`src/rtl/qoa_slice_decoder.sv`:
```
// qoa_slice_decoder
//   Byte-serial QOA record decoder. Accepts 16-byte LMS state loads and
//   8-byte slices (big-endian). Each slice yields 20 reconstructed signed
//   16-bit samples using a per-channel 4-tap LMS predictor.
//
// Ports
//   clk, rst_n           clock, asynchronous active-low reset
//   in_data/valid/ready  record byte stream
//   in_mode              0 = slice record, 1 = LMS record (first byte only)
//   in_chan              target channel (first byte only)
//   out_sample/chan      reconstructed sample and its channel
//   out_valid/ready      sample handshake
//   busy                 high whenever the FSM is not idle
module qoa_slice_decoder #(
    parameter int CHANNELS = 1,
    parameter int CH_W     = (CHANNELS > 1) ? $clog2(CHANNELS) : 1
) (
    input  logic            clk,
    input  logic            rst_n,
    input  logic [7:0]      in_data,
    input  logic            in_valid,
    output logic            in_ready,
    input  logic            in_mode,
    input  logic [CH_W-1:0] in_chan,
    output logic [15:0]     out_sample,
    output logic [CH_W-1:0] out_chan,
    output logic            out_valid,
    input  logic            out_ready,
    output logic            busy
);

    localparam int IDX_W = (CHANNELS > 1) ? $clog2(CHANNELS) : 1;

    typedef enum logic [2:0] {IDLE, LOAD, COLLECT, PRED, RECON, OUT} state_t;

    state_t state, state_nx;

    logic [119:0]      sh;        // earlier bytes of the current record
    logic [127:0]      rec;       // record including the byte on the bus
    logic [3:0]        bcnt;
    logic [CH_W-1:0]   chan_r;
    logic [3:0]        sf;
    logic [59:0]       res;       // current residual always in [59:57]
    logic [1:0]        pcnt;
    logic [4:0]        scnt;
    logic signed [31:0] acc;

    logic signed [15:0] hist [CHANNELS][4];
    logic signed [31:0] wts  [CHANNELS][4];

    logic               xfer, out_hs, chan_ok;
    logic               last_load, last_coll;
    logic [IDX_W-1:0]   ci;
    logic [3:0][15:0]   rom_row;
    logic signed [15:0] dq;
    logic signed [31:0] pred, sum, delta;
    logic signed [15:0] recon;

    assign xfer    = in_valid && in_ready;
    assign out_hs  = out_valid && out_ready;
    assign chan_ok = int'(chan_r) < CHANNELS;
    assign ci      = chan_ok ? chan_r[IDX_W-1:0] : '0;
    assign rec     = {sh, in_data};

    assign last_load = (state == LOAD)    && xfer && (bcnt == 4'd15);
    assign last_coll = (state == COLLECT) && xfer && (bcnt == 4'd7);

    // Dequantisation magnitudes; element 0..3 = |M| of 0.75, 2.5, 4.5, 7.
    always_comb begin
        case (sf)
            4'd0:    rom_row = {16'd7,     16'd5,    16'd3,    16'd1};
            4'd1:    rom_row = {16'd49,    16'd32,   16'd18,   16'd5};
            4'd2:    rom_row = {16'd147,   16'd95,   16'd53,   16'd16};
            4'd3:    rom_row = {16'd315,   16'd203,  16'd113,  16'd34};
            4'd4:    rom_row = {16'd588,   16'd378,  16'd210,  16'd63};
            4'd5:    rom_row = {16'd966,   16'd621,  16'd345,  16'd104};
            4'd6:    rom_row = {16'd1477,  16'd950,  16'd528,  16'd158};
            4'd7:    rom_row = {16'd2128,  16'd1368, 16'd760,  16'd228};
            4'd8:    rom_row = {16'd2947,  16'd1895, 16'd1053, 16'd316};
            4'd9:    rom_row = {16'd3934,  16'd2529, 16'd1405, 16'd422};
            4'd10:   rom_row = {16'd5117,  16'd3290, 16'd1828, 16'd548};
            4'd11:   rom_row = {16'd6496,  16'd4176, 16'd2320, 16'd696};
            4'd12:   rom_row = {16'd8099,  16'd5207, 16'd2893, 16'd868};
            4'd13:   rom_row = {16'd9933,  16'd6386, 16'd3548, 16'd1064};
            4'd14:   rom_row = {16'd12005, 16'd7718, 16'd4288, 16'd1286};
            default: rom_row = {16'd14336, 16'd9216, 16'd5120, 16'd1536};
        endcase
    end

    // Odd residual codes are the negated magnitudes.
    assign dq    = res[57] ? -$signed(rom_row[res[59:58]]) : $signed(rom_row[res[59:58]]);
    assign pred  = acc >>> 13;
    assign sum   = pred + 32'(dq);
    assign delta = 32'(dq) >>> 4;

    always_comb begin
        if (sum > 32'sd32767)
            recon = 16'sh7FFF;
        else if (sum < -32'sd32768)
            recon = 16'sh8000;
        else
            recon = sum[15:0];
    end

    always_ff @(posedge clk or negedge rst_n) begin
        if (!rst_n)
            state <= IDLE;
        else
            state <= state_nx;
    end

    always_comb begin
        state_nx = state;
        in_ready = 1'b0;
        busy     = (state != IDLE);
        case (state)
            IDLE: begin
                in_ready = 1'b1;
                if (xfer)
                    state_nx = in_mode ? LOAD : COLLECT;
            end
            LOAD: begin
                in_ready = 1'b1;
                if (xfer && bcnt == 4'd15)
                    state_nx = IDLE;
            end
            COLLECT: begin
                in_ready = 1'b1;
                // Slices for a nonexistent channel are swallowed silently.
                if (xfer && bcnt == 4'd7)
                    state_nx = chan_ok ? PRED : IDLE;
            end
            PRED: begin
                if (pcnt == 2'd3)
                    state_nx = RECON;
            end
            RECON: state_nx = OUT;
            OUT: begin
                if (out_hs)
                    state_nx = (scnt == 5'd19) ? IDLE : PRED;
            end
            default: state_nx = IDLE;
        endcase
    end

    always_ff @(posedge clk or negedge rst_n) begin
        if (!rst_n) begin
            sh         <= '0;
            bcnt       <= '0;
            chan_r     <= '0;
            sf         <= '0;
            res        <= '0;
            pcnt       <= '0;
            scnt       <= '0;
            acc        <= '0;
            out_sample <= '0;
            out_chan   <= '0;
            out_valid  <= 1'b0;
            for (int unsigned c = 0; c < CHANNELS; c++) begin
                for (int unsigned i = 0; i < 4; i++) begin
                    hist[c][i] <= '0;
                    wts[c][i]  <= '0;
                end
            end
        end else begin
            if (xfer) begin
                sh   <= {sh[111:0], in_data};
                bcnt <= (state == IDLE) ? 4'd1 : bcnt + 4'd1;
            end
            if (state == IDLE && xfer)
                chan_r <= in_chan;

            if (last_load && chan_ok) begin
                for (int unsigned i = 0; i < 4; i++) begin
                    hist[ci][i] <= rec[127 - 16*i -: 16];
                    wts[ci][i]  <= {{16{rec[63 - 16*i]}}, rec[63 - 16*i -: 16]};
                end
            end

            if (last_coll) begin
                sf   <= rec[63:60];
                res  <= rec[59:0];
                scnt <= '0;
                pcnt <= '0;
                acc  <= '0;
            end

            if (state == PRED) begin
                acc  <= acc + 32'(hist[ci][pcnt]) * wts[ci][pcnt];
                pcnt <= pcnt + 2'd1;
            end

            if (state == RECON) begin
                out_sample <= recon;
                out_chan   <= chan_r;
                out_valid  <= 1'b1;
            end

            if (state == OUT && out_hs) begin
                out_valid <= 1'b0;
                for (int unsigned i = 0; i < 4; i++)
                    wts[ci][i] <= wts[ci][i] + (hist[ci][i][15] ? -delta : delta);
                for (int unsigned i = 0; i < 3; i++)
                    hist[ci][i] <= hist[ci][i + 1];
                hist[ci][3] <= out_sample;
                res  <= {res[56:0], 3'b000};
                scnt <= scnt + 5'd1;
                acc  <= '0;
            end
        end
    end

endmodule

```
`config.mk`:
```
export PLATFORM = sky130hd
export DESIGN_NAME = qoa_slice_decoder
export DESIGN_NICKNAME = d
export VERILOG_FILES = /design/src/rtl/qoa_slice_decoder.sv
export SDC_FILE = /design/constraint.sdc
export NUM_CORES = 2
export LEC_CHECK = 0
export CAP_MARGIN = 20
export CORE_MARGIN = 2
export CORE_UTILIZATION = 60
export CTS_CLUSTER_SIZE = 20
export DETAILED_ROUTE_END_ITERATION = 10
export GPL_TIMING_DRIVEN = 1
export PLACE_DENSITY = 0.82
export SLEW_MARGIN = 20
export SYNTH_ARGS = -nofsm -noshare
export SYNTH_HDL_FRONTEND = slang
export SYNTH_SLANG_ARGS = --single-unit
```
`constraint.sdc`:
```
create_clock -name clk -period 11.7 [get_ports clk]
set_input_delay 1.17 -clock clk [delete_from_list [all_inputs] [get_ports clk]]
set_output_delay 1.17 -clock clk [all_outputs]
set_load 0.02 [all_outputs]
```
# Word-level counts from Yosys, hierarchy flattened
# Memory sizes are Yosys's and may differ from the RTL's.
# Index checks and enable logic that the tools add are counted.
# word_totals
word_cells	143
memories	1
output_inout_bits	20
mem_bits_ro	832
inputBits	14
ff_bits	441
# op_classes
n_mux	68
reduce_logical	20
magnitude_cmp	7
n_addsub	11
eq_ne	14
multipliers	1
n_bitwise	1
# memory_table
name	words	word_bits	rd	rd_clocked_by_memory_dff	wr	line_no	text
(no name shown)	16	52	1	0	0	70	case (sf)
# op_table
operator	count
128-bit bitwise mux	8
64-bit bitwise mux	8
128-bit 2-to-1 mux	4
32-bit 2-to-1 mux	11
64-bit 2-to-1 mux	5
32-bit adder	5
60-bit 2-to-1 mux	2
16-bit 2-to-1 mux	7
96-bit 2-to-1 mux	1
16-bit binary-select mux with 2-bit select	2
32-bit binary-select mux with 2-bit select	1
48-bit 2-to-1 mux	1
16-bit by 32-bit multiplier with 32-bit output	1
12-bit negator with 32-bit output	1
19-bit by 16-bit adder with 20-bit output	1
20-bit by 16-bit greater-than comparator with 1-bit output, second input constant	1
20-bit by 16-bit less-than comparator with 1-bit output, second input constant	1
3-bit case mux with 6 select lines	1
16-bit negator	1
3-bit 2-to-1 mux	5
1-bit logical AND	12
2-bit 2-to-1 mux	5
5-bit 2-to-1 mux	2
3-bit by 2-bit equality test with 1-bit output, second input constant	2
23 further kinds	34

# Longest topological paths before layout
# logic_depth
word_depth	15
ltp_mapped	36
mapped_depth_nobuf	33

# Worst setup path after synthesis
# No wires, ideal clock.
# synth_path
path_type	register to register
startpoint	register pcnt[0]
endpoint	register acc[31]
setup_ps	130
synth_period_minus_slack_ps	9122
path_buffers	7
arrival_time_ps	8992
t_required_ps	11570
stages_incl_launch_ff	32
slack_ps	2578
path_cell_list	dfrtp_1 clkbuf_1 clkbuf_1 clkbuf_1 buf_1 clkbuf_1 clkbuf_1 clkbuf_1 o21ai_1 nor2_1 fa_1 inv_1 fa_1 fa_1 inv_1 ha_1 fa_1 inv_1 fa_1 inv_1 ha_1 or2_2 nor2_1 nand3_1 a31o_2 a2111o_1 a221o_1 a2111oi_0 o311ai_0 a31oi_1 xnor2_1 o21ai_0
# synth_via
elab_chain_len	8
elab_cells_between_ends	11
cone_classes	1 x add/sub; 1 x mul; 8 x mux; 1 x bitwise
# synth_rtl
element	line_no	text
start: declaration	44	logic [1:0] pcnt;
start signal: assignment	190	pcnt <= pcnt + 2'd1;
2-bit NOT with 3-bit output (not written as such) *	189	acc <= acc + 32'(hist[ci][pcnt]) * wts[ci][pcnt];
16-bit binary-select mux with 2-bit select / 32-bit binary-select mux with 2-bit select (equally long branches)	189	
16-bit 2-to-1 mux (not written as such) / 32-bit 2-to-1 mux (equally long branches) (2 in a row)	189	
16-bit by 32-bit multiplier with 32-bit output *	189	
32-bit adder *	189	
32-bit 2-to-1 mux *	188	if (state == PRED) begin
32-bit 2-to-1 mux *	199	if (state == OUT && out_hs) begin
end signal: assignment	189	
end: declaration	46	logic signed [31:0] acc;
# Every way passes the cells marked *; elsewhere a longest branch is shown, timed or not. The select of a mux whose other input is x is not followed.
# A chain may end at the register's enable or synchronous reset.

==> impl_metrics.ini <==
[status]
status = complete, no violations

[cts]
clock-sinks = 441
clkTransAtPathRegs_ps = 60
htreeDepth = 2
cts-buffers-inserted = 50
clk_latency_ps = 630
post-cts-setup-buffer-count = 0
cts_resized = 0
cts-root-buf = clkbuf_16
cts_tree = built
clockBufferDepth = 3
cts_hold_buf = 0

[worst_setup_path]
cp_slowest_stage_delay_ps = 730
start_kind = register
end_kind = register
critPathKind = register to register
cp_slowest_cell = dfrtp_1
critPathTopFamily = compound AO/OA/AOI/OAI gates
path_common_cell = ha_1
crit_fanout = 19
rrSetupSlack_ps = 2510
worstPathArrival_ps = 9690
crit_required_ps = 12200
cp_num_buf_inv = 5

[sta]
worst_slew_pin_slew_ps = 1100
maxSlewHeadroom_pct = 26.7
rsz0062_at_grt = false
drv_slew = 0
period_needed_ps = 9190
fin_crit_sh_pct = 78.5
hold_violations = 0
setup_slack_ps = 2510
setup_tns_ps = 0
clock_skew_ps = 43.4
fmax_mhz = 109
setup_violations = 0

[placed_design]
gp_congestion = 0.994
hpwlAfterDp_mm = 86.6
post-place-cells = 5365
port_buffers = 33
pre_cts_slack_ps = 2760

[global_route]
overflow = 0
grt_pass1_wl_mm = 187
grt_max_degree = 179
antenna_found_initial = 4
globalRouteTotalUtil_pct = 33.6
grt_pass1_vias = 34000

[die]
die_w_um = 267
core-area_um2 = 68500
rows = 96
start_util_pct = 60.5
pin_count = 34
die_area_um2 = 71200
die_y_um = 267

[yosys]
yosys_warnings = 0
synth-async-reset-ratio_pct = 100
synth_fp_nets = 5279
netlist_instances = 4664
synth_flop_cell = dfrtp_1
ys_top_cells_by_count = nand2_1, inv_1, dfrtp_1, nor2_1, fa_1
yosys.area.top_type = dfrtp_1
syn-cell-area_um2 = 41400
ys_types = 97
syn_avg_cell_area_um2 = 8.88
yosysMostFrequentCell = nand2_1
synth_top_area_share_pct = 26.6
ys_seq_area_share_pct = 26.6
synth-edff-count = 0
ys_ff_latch = 441
synth_area_leaders = dfrtp_1, fa_1, ha_1

[finish]
multiInputGateArea_um2 = 27700
drive_above_1_share_pct = 7.76
fin_nets = 5151
seq_area_um2 = 11000
instances_no_fill = 5459
postLayoutCoreUtil_pct = 64.0
syn2layout_area_growth_pct = 5.81
nFillCells = 5543

[route]
drc = 0
finalWirelength_mm = 118
drt-wirelength-per-cell_um = 21.6
vias = 34400
avgViaCountPerCell = 6.30
first_pass_iters = 8
drtIter0Drc = 3569
antenna_left = 0

[hold_path]
hold_path_class = register to register

[job]
cap_viol_max_count = 0
-- layout by cell type, fill, tap and decap left out, drive strengths merged, types with 67 or more instances in the layout --
cell type / instances
and2: 110
nor2: 347
nand2: 811
fa: 339
dfrtp: 441
a31oi: 205
inv: 464
o21ai: 206
a21oi: 204
ha: 262
mux2: 139
xor2: 76
xnor2: 151
clkbuf: 68
a21o: 67
-- layer usage --
metal  vias to the layer above  routed length, um  global-route usage [%]
met1                     16900              46700                    44.7
met4                         4               6340                    17.1
li1                      15500                  -                       -
met2                      1664              53300                    52.5
met3                       351              11400                    6.63
met5                         -                 24                       0
-- cell families after synthesis --
logic type	after synthesis	synth area share [%]
simple gates	1506	15.8
fa+ha+maj	601	24.3
xor+xnor	227	4.85
buf+inv	713	6.68
flops	441	26.6
compound gates	971	15.2
mux	205	6.50
-- area by class of cell --
type | instances | share of cell area, %
sequential | 441 | 25.2
antenna | 2 | 0.0114
clock inverter | 23 | 0.491
timing repair buffer | 69 | 1.44
multi-input combinational | 3510 | 63.1
clock buffer | 68 | 3.24
tap | 882 | 2.52
inverter | 464 | 3.98
-- final timing paths --
path | end | from | cells after the start
min reg2reg | bcnt[0] | bcnt[0] | 1
min in group asynchronous | scnt[1] | rst_n | 1
max in group asynchronous | res[33] | rst_n | 3
max | register | sf[1] | 32
max reg2reg | register | sf[1] | 32
min | bcnt[0] | bcnt[0] | 1
-- worst register-to-register path: cells and delay by family (launching register included) --
kind,cells,cell delay (ps)
XOR/XNOR,1,200
AND/OR/NAND/NOR,6,1590
flip-flops,1,730
adder cells (fa/ha/maj),4,1230
multiplexers,2,480
AO/OA/AOI/OAI,14,3990
buffers and inverters,5,880
-- per-stage QoR --
step	hold WS (ps)	cell area (um2)
after CTS	506	43800
after floorplan	455	41400
final	502	43800
after global placement	483	42200
after global routing	529	43800
after detailed placement	493	42200
Power is left out: the tool's default activity adds up to more than one toggle a clock period on the data nets, which glitch-free logic cannot reach.
